`src/rtl/rr_grant_scheduler.sv`:
```
`default_nettype none
// ============================================================================
// Module   : rr_grant_scheduler
// Brief    : Work-conserving round-robin scheduler for one shared vector lane,
//            with multi-cycle ownership, done handshake and hold-time preemption.
// Revision : 1.0  initial release
// ============================================================================
module rr_grant_scheduler #(
    parameter int NUM_REQ  = 8,
    parameter int MAX_HOLD = 16,
    parameter int ID_W     = $clog2(NUM_REQ)
) (
    input  logic               clk,
    input  logic               reset,
    input  logic [NUM_REQ-1:0] req,
    input  logic               done,
    output logic [NUM_REQ-1:0] gnt,
    output logic               gnt_valid,
    output logic [ID_W-1:0]    gnt_id,
    output logic               preempt
);

    localparam int                C_HOLD_W    = (MAX_HOLD > 1) ? $clog2(MAX_HOLD) : 1;
    localparam logic [C_HOLD_W-1:0] C_HOLD_LAST = C_HOLD_W'(MAX_HOLD - 1);
    localparam logic [0:0]        C_ST_IDLE   = 1'b0;
    localparam logic [0:0]        C_ST_OWNED  = 1'b1;

    logic [0:0]          r_state;
    logic [ID_W-1:0]     r_ptr;
    logic [C_HOLD_W-1:0] r_hold_cnt;
    logic [NUM_REQ-1:0]  r_gnt;
    logic [ID_W-1:0]     r_gnt_id;
    logic                r_preempt;

    logic [NUM_REQ-1:0]  w_ptr_oh;
    logic [NUM_REQ-1:0]  w_prefix;
    logic [NUM_REQ-1:0]  w_mask;
    logic [NUM_REQ-1:0]  w_others;
    logic [NUM_REQ-1:0]  w_cand;
    logic [NUM_REQ-1:0]  w_masked;
    logic [NUM_REQ-1:0]  w_pick;
    logic [NUM_REQ-1:0]  w_win_oh;
    logic [ID_W-1:0]     w_win_id;
    logic                w_any;
    logic                w_owned;
    logic                w_done_rel;
    logic                w_abandon;
    logic                w_preempt;
    logic                w_release;

    always_comb begin
        // Thermometer mask of positions strictly above ptr, via log-step prefix OR
        w_ptr_oh = NUM_REQ'(1) << r_ptr;
        w_prefix = w_ptr_oh;
        for (int s = 1; s < NUM_REQ; s = s * 2) begin
            w_prefix = w_prefix | (w_prefix << s);
        end
        w_mask = w_prefix << 1;

        w_owned    = (r_state == C_ST_OWNED);
        w_others   = req & ~r_gnt;
        w_done_rel = w_owned && done;
        w_abandon  = w_owned && !done && !(|(req & r_gnt));
        w_preempt  = w_owned && !done && !w_abandon &&
                     (r_hold_cnt == C_HOLD_LAST) && (|w_others);
        w_release  = w_done_rel || w_abandon || w_preempt;

        // After done the owner may compete again; ptr==owner gives it lowest priority
        w_cand   = (!w_owned || done) ? req : w_others;
        w_masked = w_cand & w_mask;
        w_pick   = (|w_masked) ? w_masked : w_cand;
        w_win_oh = w_pick & (~w_pick + NUM_REQ'(1));
        w_any    = |w_cand;

        w_win_id = '0;
        for (int i = 0; i < NUM_REQ; i++) begin
            if (w_win_oh[i]) begin
                w_win_id = w_win_id | ID_W'(i);
            end
        end
    end

    always_ff @(posedge clk) begin
        if (reset) begin
            r_state    <= C_ST_IDLE;
            r_ptr      <= ID_W'(NUM_REQ - 1);
            r_hold_cnt <= '0;
            r_gnt      <= '0;
            r_gnt_id   <= '0;
            r_preempt  <= 1'b0;
        end else begin
            case (r_state)
                C_ST_IDLE: begin
                    r_preempt <= 1'b0;
                    if (w_any) begin
                        r_state    <= C_ST_OWNED;
                        r_gnt      <= w_win_oh;
                        r_gnt_id   <= w_win_id;
                        r_ptr      <= w_win_id;
                        r_hold_cnt <= '0;
                    end
                end
                default: begin
                    if (w_release) begin
                        if (w_any) begin
                            r_gnt      <= w_win_oh;
                            r_gnt_id   <= w_win_id;
                            r_ptr      <= w_win_id;
                            r_hold_cnt <= '0;
                            r_preempt  <= w_preempt;
                        end else begin
                            r_state    <= C_ST_IDLE;
                            r_gnt      <= '0;
                            r_gnt_id   <= '0;
                            r_hold_cnt <= '0;
                            r_preempt  <= 1'b0;
                        end
                    end else begin
                        r_preempt <= 1'b0;
                        if (r_hold_cnt != C_HOLD_LAST) begin
                            r_hold_cnt <= r_hold_cnt + C_HOLD_W'(1);
                        end
                    end
                end
            endcase
        end
    end

    assign gnt       = r_gnt;
    assign gnt_valid = |r_gnt;
    assign gnt_id    = r_gnt_id;
    assign preempt   = r_preempt;

endmodule
`default_nettype wire

```
`config.mk`:
```
export PLATFORM = sky130hd
export DESIGN_NAME = rr_grant_scheduler
export DESIGN_NICKNAME = d
export VERILOG_FILES = /design/src/rtl/rr_grant_scheduler.sv
export SDC_FILE = /design/constraint.sdc
export NUM_CORES = 1
export LEC_CHECK = 0
export ABC_AREA = 1
export CAP_MARGIN = 30
export CORE_MARGIN = 2
export CORE_UTILIZATION = 56
export CTS_CLUSTER_DIAMETER = 200
export DETAILED_ROUTE_END_ITERATION = 6
export PLACE_DENSITY = 0.84
export SLEW_MARGIN = 5
export SYNTH_ARGS = -nofsm -noshare
export SYNTH_HDL_FRONTEND = slang
export SYNTH_SLANG_ARGS = --single-unit
```
`constraint.sdc`:
```
create_clock -name clk -period 3.2 [get_ports clk]
set_input_delay 0.32 -clock clk [delete_from_list [all_inputs] [get_ports clk]]
set_output_delay 0.32 -clock clk [all_outputs]
set_load 0.05 [all_outputs]
```
======== After elaboration in Yosys (flattened, before gate mapping) ========
Cells that the tools add are included.
Widths: inputs -> output; s select.
storage, ports and cells
  bits in registers ....................... 20
cells by class
  shifts and indexed selects .............. 1
  add/subtract/negate cells ............... 2
  eq/ne operators ......................... 4
  bitwise logic cells ..................... 12
  muxes and demuxes ....................... 27
  reductions and logical operators ........ 22
operator list
  cell                 count
  $mux 8               6
  $reduce_or 8->1      5
  $mux 3               11
  $and 8x8->8          4
  $or 7x7->7           3
  $mux 4               4
  $not 8->8            2
  $add 8x1->8 const B  1
  $shl 1x3->7 const A  1
  $logic_and 1x1->1    6
  $add 4x1->4 const B  1
  $eq 4x4->1 const B   1
  $logic_not 1->1      4
  $mux 1               4
  $mux 2               2
  $ne 4x4->1 const B   1
  $reduce_and 2->1     2
  $reduce_or 4->1      1
  $logic_or 1x1->1     3
  $ne 3x1->1 const B   1
  $not 1->1            3
  $ne 2x1->1 const B   1
  $reduce_bool 2->1    1

======== Logic depth before layout (Yosys ltp) ========
  depth after elaboration ................. 20
  depth in mapped cells ................... 16
  mapped depth without buffers ............ 16

======== Worst setup path before layout ========
Ideal clock, no wire load.
  path type ............................... reg2reg
  start ................................... register r_gnt[3], in the netlist gnt[3]
  end ..................................... register r_gnt_id[0], in the netlist gnt_id[0]
  clock period less this slack ............ 1972 ps
  library setup time ...................... 113 ps
  cell stages (with the launch flop) ...... 14
  data arrival time ....................... 1859 ps
  slack ................................... 1228 ps
  data required time ...................... 3087 ps
  cell sequence ........................... dfxtp_1 > inv_1 > o21ai_2 > nor2_2 > nor2_4 > nand2_4 > nor2_4 > inv_2 > nand2_2 > nor2_2 > nand3_1 > nand3_2 > nand3_1 > nand2_1
between the ends
  longest elaborated chain between the ends .. 19
  elaborated cells on any way between the ends .. 35
  classes of those cells .................. 1 x add/sub; 1 x eq/ne; 13 x mux; 6 x bitwise; 14 x reduce/logical
RTL lines
  item                    RTL line  RTL
  start, declared         31        logic [NUM_REQ-1:0] r_gnt;
  start signal, assigned  97        r_gnt <= w_win_oh;
  start signal, assigned  106       r_gnt <= w_win_oh;
  $not 8->8               61        w_others = req & ~r_gnt;
  $and 8x8->8             61
  $mux 8                  69        w_cand = (!w_owned || done) ? req : w_others;
  $and 8x8->8             70        w_masked = w_cand & w_mask;
  $reduce_or 8->1         71        w_pick = (|w_masked) ? w_masked : w_cand;
  $mux 8                  71
  $not 8->8               72        w_win_oh = w_pick & (~w_pick + NUM_REQ'(1));
  $add 8x1->8             72
  $and 8x8->8             72
  $mux 1                  77        if (w_win_oh[i]) begin
  $mux 2 (2 in series)    77
  $mux 3 (4 in series)    77
  $mux 3                  105       if (w_any) begin
  $mux 3                  104       if (w_release) begin
  $mux 3                  92        case (r_state)
  end signal, assigned    98        r_gnt_id <= w_win_id;
  end signal, assigned    107       r_gnt_id <= w_win_id;
  end, declared           32        logic [ID_W-1:0] r_gnt_id;
Several ways; a longest one is shown, not always the timed one. The select of a mux whose other input is x is not followed.
A chain may end at the register's enable or synchronous reset.

======== Worst setup path in the final report ========
  start ................................... register r_gnt[0], in the netlist gnt[0]
  end ..................................... output port gnt_valid
between the ends
  longest elaborated chain between the ends .. 1
RTL lines
  item             RTL line  RTL
  $reduce_or 8->1  130       assign gnt_valid = |r_gnt;
  end, declared    18        output logic gnt_valid,
Every way passes these cells.

==> summary.txt <==
Reg area: 400.4 µm²
Synth warnings: 0
Slew @ Worst Pin: 506.8 ps
# H-tree levels: 1
final hold vios: 0
kind of critical path: reg -> out
Worst slew margin: 0.6611
clock slew at reported path FFs: 110 ps
TritonCTS Sinks: 20
vias in the first global route: 1,241
Antenna Cells: 0
Post-CTS Hold Fix Bufs: 0
later-pin clock latency in the skew report: 310 ps
leakage power: 0.7907 nW
Chip Height: 54 µm
TritonCTS clock tree: built
Synth Area in Simple Gates: 0.4835
post-DP HPWL: 2824 µm
Die Wd: 54 µm
count of pins over their slew limit: 0
fraction of the mapped netlist area in adder cells: 0.008937
clock skew: 5.825 ps
gpl congestion: 0.9275
GRT met1 Usage: 0.3558
FP Rows: 18
Cells after DPL: 265
critical path launch point type: flop
GRT met2 Usage: 0.4512
Yosys top cell area share: 0.2860
total length of routed wires: 3555 µm
clock root cell: clkbuf_4
register area share after synthesis: 0.2860
number of synthesized flops with an enable pin: 0
GR Util All Layers: 0.2672
busiest grt layer: met2
max-cap violation count: 0
pwr/cell area: 969.5 nW/µm²
Post-Synthesis Mean Instance Area: 6.573 µm²
first-pass GRT wire length: 5623 µm
Core Box Area: 2432 µm²
status: finished clean
vias per cell: 5.487
Initial DRC Count: 63
Final Non-Filler Cells: 269
top post-synthesis cells by area: dfxtp_1 29%, nand2_1 17%, nand3_1 6.8%, inv_1 6.7%, nand2_4 4.8%
Resized cells post-CTS: 0
Starting Density: 0.5756
largest area contributor in the synthesized netlist: dfxtp_1
area of the multi-input gates: 869.6 µm²
Req. time, crit path: 2880 ps
Max Root-Sink Buffers: 2
Post-CTS Setup Repair Bufs: 0
worst endpoint data arrival time: 1840 ps
share of cells above drive strength 1: 0.1799
antenna violations before repair: 0
layout net count: 252
PortBufs: 23
largest family of logic cells by synthesized area: simple AND/OR/NAND/NOR gates
Mapped Cells: 213
post-synthesis xor/xnor area fraction: 0
largest net degree at the start of global routing: 12
Post-Place Worst Slack: 887.4 ps
synth cell count leaders: 62 x nand2_1, 25 x inv_1, 20 x dfxtp_1, 19 x nand3_1, 10 x nand2_2
IO Count: 24
grt total ovfl: 0
Mapped Nets: 225
Routed WL per cell: 13.22 µm
worst vdd ir: 725.9 µV
Routed Antenna Nets: 0
Max Fclk: 0.4634 GHz
die area: 2916 µm²
Layout area overhead: 21.00%
TNS Setup: 0 ps
synthesis-stage register bit count: 20
worst hold path class: reg -> reg
Synth cell types: 26
TritonCTS Buffers: 3
# setup viols final: 0
Compound-Gate Fraction of Synth Area: 0.1287
drt pass-1 iters: 4
mux contribution to synthesized area: 0
Async SR Flop Fraction: 0
ys flop type: dfxtp_1
GRT met3 Usage: 0.05000
Tmin final: 2158 ps
period utilisation layout: 0.6744
critical path endpoint category: output port
drc violations: 0
crit path max fanout: 5
fillers: 217
total number of vias: 1,476
worst setup margin: 1042 ps
mapped cell area: 1400 µm²
unrepaired setup endpoints after global routing: no
cell with the most instances after synthesis: nand2_1
==> placed cells by master, fill, tap and decap left out, types with 7 or more instances in the layout <==
cell type and n:
a21oi_1 9, clkdlybuf4s50_1 23, dfxtp_1 20, inv_1 25
inv_2 7, nand2_1 62, nand2_2 10, nand3_1 19
nor2_1 7, o21ai_0 8
==> final cells by class <==
class | count | share of cell area
Multi-Input combinational cell | 160 | 0.5133
Clock buffer | 4 | 0.02142
Inverter | 32 | 0.07090
Sequential cell | 20 | 0.2363
Tap cell | 30 | 0.02216
Timing Repair Buffer | 23 | 0.1359
==> power breakdown <==
group          total [mW]  switching [mW]  internal, mW
logic                1.10           0.738         0.364
registers           0.388          0.0733         0.315
clock network       0.151          0.0818        0.0695
total                1.64           0.893         0.749
==> path summary, 6_finish.rpt <==
path / start / to / slack, ps / cells after the start
max: gnt[0] / gnt_valid / 1040 / 3
min: gnt_id[2] / gnt_id[2] / 460 / 2
max reg2reg: r_hold_cnt[0] / r_hold_cnt[2] / 1240 / 11
min reg2reg: gnt_id[2] / gnt_id[2] / 460 / 2
==> worst max-delay path, cell delays in order (launching register included) <==
cell and delay [ps]:
dfxtp_1 380, nor4_1 360, nand2_1 90, clkdlybuf4s50_1 700
==> cell families (layout without fill, tap and decap cells) <==
kind of cell	Yosys count	after routing
compound gates	30	30
fa+ha+maj	1	1
buf+inv	33	59
flops	20	20
simple gates	129	129
==> flip-flops by register name, summed over array words and instances (netlist names) <==
register	cells
r_hold_cnt	4
gnt	8
r_ptr	3
r_state	1
preempt	1
gnt_id	3
==> per-stage QoR <==
step	area (µm²)	power (mW)	util	hold slack [ps]
finish	1694	1.642	0.6965	460.6
global route	1694	1.774	0.6965	483.9
CTS	1694	1.636	0.6965	464.6
detailed placement	1658	1.487	0.6816	447.5
global placement	1658	1.474	0.6816	442.9
floorplan	1400	1.217	-	442.8
==> layer usage <==
metal | part of all wire | up-vias | routed length, µm
li1 | - | 752 | -
met3 | 0.058 | 9 | 206
met2 | 0.46 | 54 | 1651
met1 | 0.47 | 661 | 1654
met5 | 0 | - | 0
met4 | 0.012 | 0 | 42
Power figures use the tool's default switching activity.
